<file path="src/rtl/dm_store_buffer.sv">
// dm_store_buffer: in-order store queue between the MEM stage and data memory.
// Stores are buffered and drained through a valid/ready write port. Loads are
// answered combinationally, forwarding from the youngest buffered store to the
// same doubleword, else from memory read data.
//
// Drain handshake: mem_wr_valid/mem_wr_addr/mem_wr_data describe the head entry.
// A transfer happens at a rising edge where mem_wr_valid && mem_wr_ready. While
// valid is high and ready is low, addr/data hold steady. Valid only falls after
// a transfer empties the buffer, or on reset.
module dm_store_buffer #(
  parameter int N     = 64,
  parameter int DEPTH = 4
) (
  input  logic         clk,
  input  logic         reset,
  input  logic [N-1:0] DM_addr,
  input  logic [N-1:0] DM_writeData,
  input  logic         DM_writeEnable,
  input  logic         DM_readEnable,
  output logic [N-1:0] DM_readData,
  output logic [N-1:0] mem_rd_addr,
  input  logic [N-1:0] mem_rd_data,
  output logic         mem_wr_valid,
  output logic [N-1:0] mem_wr_addr,
  output logic [N-1:0] mem_wr_data,
  input  logic         mem_wr_ready,
  output logic         sb_full,
  output logic         sb_empty,
  output logic         sb_overflow
);

  localparam int PW = $clog2(DEPTH);
  localparam int CW = PW + 1;
  localparam int AW = N - 3;

  // Entry storage: doubleword address and data.
  logic [AW-1:0] entryAddr [DEPTH];
  logic [N-1:0]  entryData [DEPTH];

  // Pointers and count carry one extra bit.
  logic [CW-1:0] rdPtr;
  logic [CW-1:0] wrPtr;
  logic [CW-1:0] count;
  logic [PW-1:0] rdIdx;
  logic [PW-1:0] wrIdx;

  logic          enq;
  logic          deq;
  logic          overflowReg;

  logic          fwdHit;
  logic [N-1:0]  fwdData;
  logic [PW-1:0] slot;

  // Load-enable is informational only; the datapath ignores the result when idle.
  logic          unusedReadEnable;
  assign unusedReadEnable = DM_readEnable;

  assign rdIdx = rdPtr[PW-1:0];
  assign wrIdx = wrPtr[PW-1:0];

  assign sb_empty     = (count == '0);
  assign sb_full      = (count == CW'(DEPTH));
  assign sb_overflow  = overflowReg;

  assign mem_wr_valid = !sb_empty;
  assign mem_wr_addr  = {entryAddr[rdIdx], 3'b000};
  assign mem_wr_data  = entryData[rdIdx];
  assign mem_rd_addr  = DM_addr;

  // A full buffer still accepts a store when the head drains at the same edge.
  assign deq = mem_wr_valid && mem_wr_ready;
  assign enq = DM_writeEnable && (!sb_full || deq);

  // Queue state: entries, pointers, count and the sticky overflow flag.
  always_ff @(posedge clk or posedge reset) begin
    if (reset) begin
      for (int i = 0; i < DEPTH; i++) begin
        entryAddr[i] <= '0;
        entryData[i] <= '0;
      end
      rdPtr       <= '0;
      wrPtr       <= '0;
      count       <= '0;
      overflowReg <= 1'b0;
    end else begin
      if (enq) begin
        entryAddr[wrIdx] <= DM_addr[N-1:3];
        entryData[wrIdx] <= DM_writeData;
        wrPtr            <= wrPtr + CW'(1);
      end
      if (deq) begin
        rdPtr <= rdPtr + CW'(1);
      end
      case ({enq, deq})
        2'b10:   count <= count + CW'(1);
        2'b01:   count <= count - CW'(1);
        default: count <= count;
      endcase
      if (DM_writeEnable && !enq) begin
        overflowReg <= 1'b1;
      end
    end
  end

  // Forwarding search from oldest to youngest; the last match wins. The head
  // is included even in the cycle it drains, since state changes only at the edge.
  always_comb begin
    fwdHit  = 1'b0;
    fwdData = '0;
    slot    = '0;
    for (int i = 0; i < DEPTH; i++) begin
      slot = rdIdx + PW'(i);
      if ((CW'(i) < count) && (entryAddr[slot] == DM_addr[N-1:3])) begin
        fwdHit  = 1'b1;
        fwdData = entryData[slot];
      end
    end
  end

  // Load result: buffered data when a store to the doubleword is pending.
  assign DM_readData = fwdHit ? fwdData : mem_rd_data;

endmodule

</file>
<file path="config.mk">
export PLATFORM = sky130hd
export DESIGN_NAME = dm_store_buffer
export DESIGN_NICKNAME = d
export VERILOG_FILES = /design/src/rtl/dm_store_buffer.sv
export SDC_FILE = /design/constraint.sdc
export NUM_CORES = 2
export LEC_CHECK = 0
export ABC_CLOCK_PERIOD_IN_PS = 35600
export CAP_MARGIN = 20
export CORE_MARGIN = 3
export CORE_UTILIZATION = 45
export DETAILED_ROUTE_END_ITERATION = 16
export GPL_TIMING_DRIVEN = 0
export HOLD_SLACK_MARGIN = 0.08
export PLACE_DENSITY = 0.67
export SLEW_MARGIN = 20
export SYNTH_ARGS = -nofsm -noshare
export SYNTH_HDL_FRONTEND = slang
export SYNTH_SLANG_ARGS = --single-unit
</file>
<file path="constraint.sdc">
create_clock -name clk -period 35.6 [get_ports clk]
set_clock_uncertainty 0.05 [all_clocks]
set_input_delay 7.12 -clock clk [delete_from_list [all_inputs] [get_ports clk]]
set_output_delay 7.12 -clock clk [all_outputs]
set_load 0.05 [all_outputs]
</file>
==> out/qor.yml <==
hold_path:
  holdCritStartpoint: "sb_overflow$_DFFE_PP0P_"
  hold_path.class: "reg -> reg"
  min_delay_path_depth: 1
  hold_path_end: "sb_overflow$_DFFE_PP0P_"
timing:
  hold_viol_final: 0
  fin_crit_ns: 20.75
  rsz0062_at_grt: "false"
  drv_slew: 0
  setup_viol: 0
  relSlewSlack_pct: 14.1
  finalCritPeriodShare_pct: 58.3
  setup_tns_ns: 0
  worst_pin_slew_ns: 1.29
  max_freq_ghz: 0.0482
global_route:
  busiest_layer: "met2"
  grt_pass1_vias: 34100
  antenna_found_initial: 17
  grt_pass1_wl_mm: 266
  use_met3_pct: 13.3
  met2_usage_pct: 65.4
  grt_overflow: 0
  grtUsageTotal_pct: 43.3
  globalRouteMet1Util_pct: 56.1
  grt_max_degree: 106
clock_tree:
  clk_pin_slew_ns: 0.06
  clock_latency_ns: 0.67
  cts.sinks: 508
  cts_tree: "built"
  cts_setup_buffers: 0
  hold_buffers: 0
  postCtsResizedCells: 0
  cts_buffers: 59
  h-tree-depth: 2
  clock-root-buffer: "clkbuf_16"
  clock_path_buffers: 3
critical_path:
  worst_ep_required_time_ns: 28.43
  reg2reg_slack_ns: 29.04
  start_kind: "input port"
  worstPathArrival_ns: 13.58
  worst_setup_path_end_kind: "output port"
  reg2reg_depth: 12
  crit_type: "in -> out"
  r2r_start: "rdPtr[0]$_DFFE_PP0P_"
  cp_max_fo: 10
  rr_endpoint: "rdPtr[1]$_DFFE_PP0P_"
yosys:
  ys_types: 81
  synth_edf_count: 0
  synth_area_leaders: "dfrtp_1, mux2_2, mux2i_1"
  syn-instance-count: 3646
  synth_top_cell_by_area: "dfrtp_1"
  synth.ff_latch_count: 508
  yosys_most_used_dff: "dfrtp_1"
  avgSynthCellArea_um2: 10.4
  ys_warn_count: 0
  ys_async_sr_fraction_pct: 100
  synthesis.area_mm2: 0.0378
  post-synth-top-count-cell: "mux2_2"
  synth.top_cells.by_count: "mux2_2, dfrtp_1, mux2i_1"
  ys_seq_area_share_pct: 33.7
  synth_top_cell_area_share_pct: 33.7
placed_design:
  gp_congestion: 1.06
  hpwlAfterDp_mm: 147
  io_buffers: 414
finish:
  area_growth_pct: 20.1
  drive_gt1_share_pct: 25.5
  fin_nets: 4337
floorplanning:
  core-area_mm2: 0.0826
  initial_core_util_pct: 45.7
  dieHeight_um: 296
  rows: 105
  ioPinCount: 457
  dieWidth_um: 296
  die_area_mm2: 0.0874
detailed_routing:
  drt-vias-per-instance: 6.72
  drtIter0Drc: 4357
  firstDrtPassIters: 6
  via_count: 35300
  final_antenna_net_count: 0
  wl_per_cell_um: 36.9
  drc_errors: 0
  drt-total-wl_mm: 194
run:
  max-cap-violations: 0
status:
  status: "finished clean"
cells in the final DEF (no fill, tap or decap), drive strengths merged, types with 6 or more instances in the layout:
cell type | synthesis | routed
diode | 0 | 8
dfrtp | 508 | 508
nand4 | 26 | 26
nand2b | 15 | 15
clkbuf | 189 | 275
xor2 | 26 | 26
o2111ai | 10 | 10
nor2b | 77 | 77
xnor2 | 143 | 143
and2 | 72 | 72
o211ai | 7 | 7
a221o | 8 | 8
a221oi | 14 | 14
nand3 | 18 | 18
a21oi | 286 | 286
or2 | 7 | 7
o221ai | 10 | 10
nor3 | 134 | 134
o22ai | 24 | 24
o2bb2ai | 10 | 10
o21ai | 233 | 233
a2111oi | 13 | 13
clkdlybuf4s50 | 0 | 414
clkinv | 2 | 22
nand2 | 257 | 257
nor4 | 18 | 18
o21a | 6 | 6
a32oi | 6 | 6
mux2i | 320 | 320
inv | 29 | 29
nor2 | 101 | 101
mux2 | 588 | 588
mux4 | 131 | 131
a211oi | 10 | 10
buf | 203 | 211
ha | 9 | 9
a2bb2oi | 72 | 72
cell families (layout without fill, tap and decap cells):
family | after synthesis | in the layout | synth area share, %
compound gates | 746 | 746 | 12.6
fa+ha+maj | 9 | 9 | 0.298
other cells | 1 | 11 | 0.00993
xor+xnor | 169 | 169 | 3.92
mux | 1039 | 1039 | 33.9
simple gates | 751 | 751 | 9.78
flops | 508 | 508 | 33.7
buf+inv | 423 | 952 | 5.90
worst max-delay path, cell delays in order:
cell,delay [ns]
clkdlybuf4s50_1,0.52
clkbuf_1,0.40
nand3_1,0.39
o21ai_1,0.41
a2111oi_0,0.88
nand4_1,0.42
or4_1,0.76
o2111ai_2,0.92
buf_2,0.41
o21ai_1,0.09
a21oi_1,0.34
clkdlybuf4s50_1,0.89
how the worst max path moves through the flow:
stage | end | from | slack [ns]
global placement | entryData[17]$_DFFE_PP0P_ | reset | 7.45
floorplan | count[0]$_DFFE_PP0P_ | reset | 14.24
global route | DM_readData[41] | DM_addr[35] | 15.08
CTS | DM_readData[41] | DM_addr[35] | 15.25
finish | DM_readData[41] | DM_addr[35] | 14.85
detailed placement | DM_readData[41] | DM_addr[35] | 15.27
sequential cells by signal, summed over array words and instances, names as in the netlist:
register,flops
entryData,256
wrPtr,2
count,3
entryAddr,244
rdPtr,2
sb_overflow,1
cell type report:
class                      count  area (µm²)
tap                         1070        1340
multi-input combinational   2717       22900
buffer                       392        2120
timing repair buffer         422        4300
sequential                   508       12700
antenna                        8        20.0
inverter                      31         124
clock inverter                21         155
clock buffer                  86        1690
fill                        7395       37300
routing by layer:
metal	vias up	wire [µm]
met5	-	166
met3	550	21800
met4	20	11900
li1	14300	-
met1	18000	75400
met2	2460	84400
stage by stage:
stage                     area [µm²]  utilization [%]  instances  setup slack (ns)  hold WS [ns]
after floorplan                37800                -       3648             14.24         0.415
after global placement         43300             52.3       5132              7.45         0.394
after detailed placement       43500             52.6       5140             15.27         0.399
after CTS                      45300             54.8       5247             15.25         0.410
after global routing           45300             54.9       5248             15.08         0.419
final                          45300             54.9       5255             14.85         0.406
Power is not shown: default switching activity piles up to over one toggle a cycle in this logic, so the estimate is an artifact.
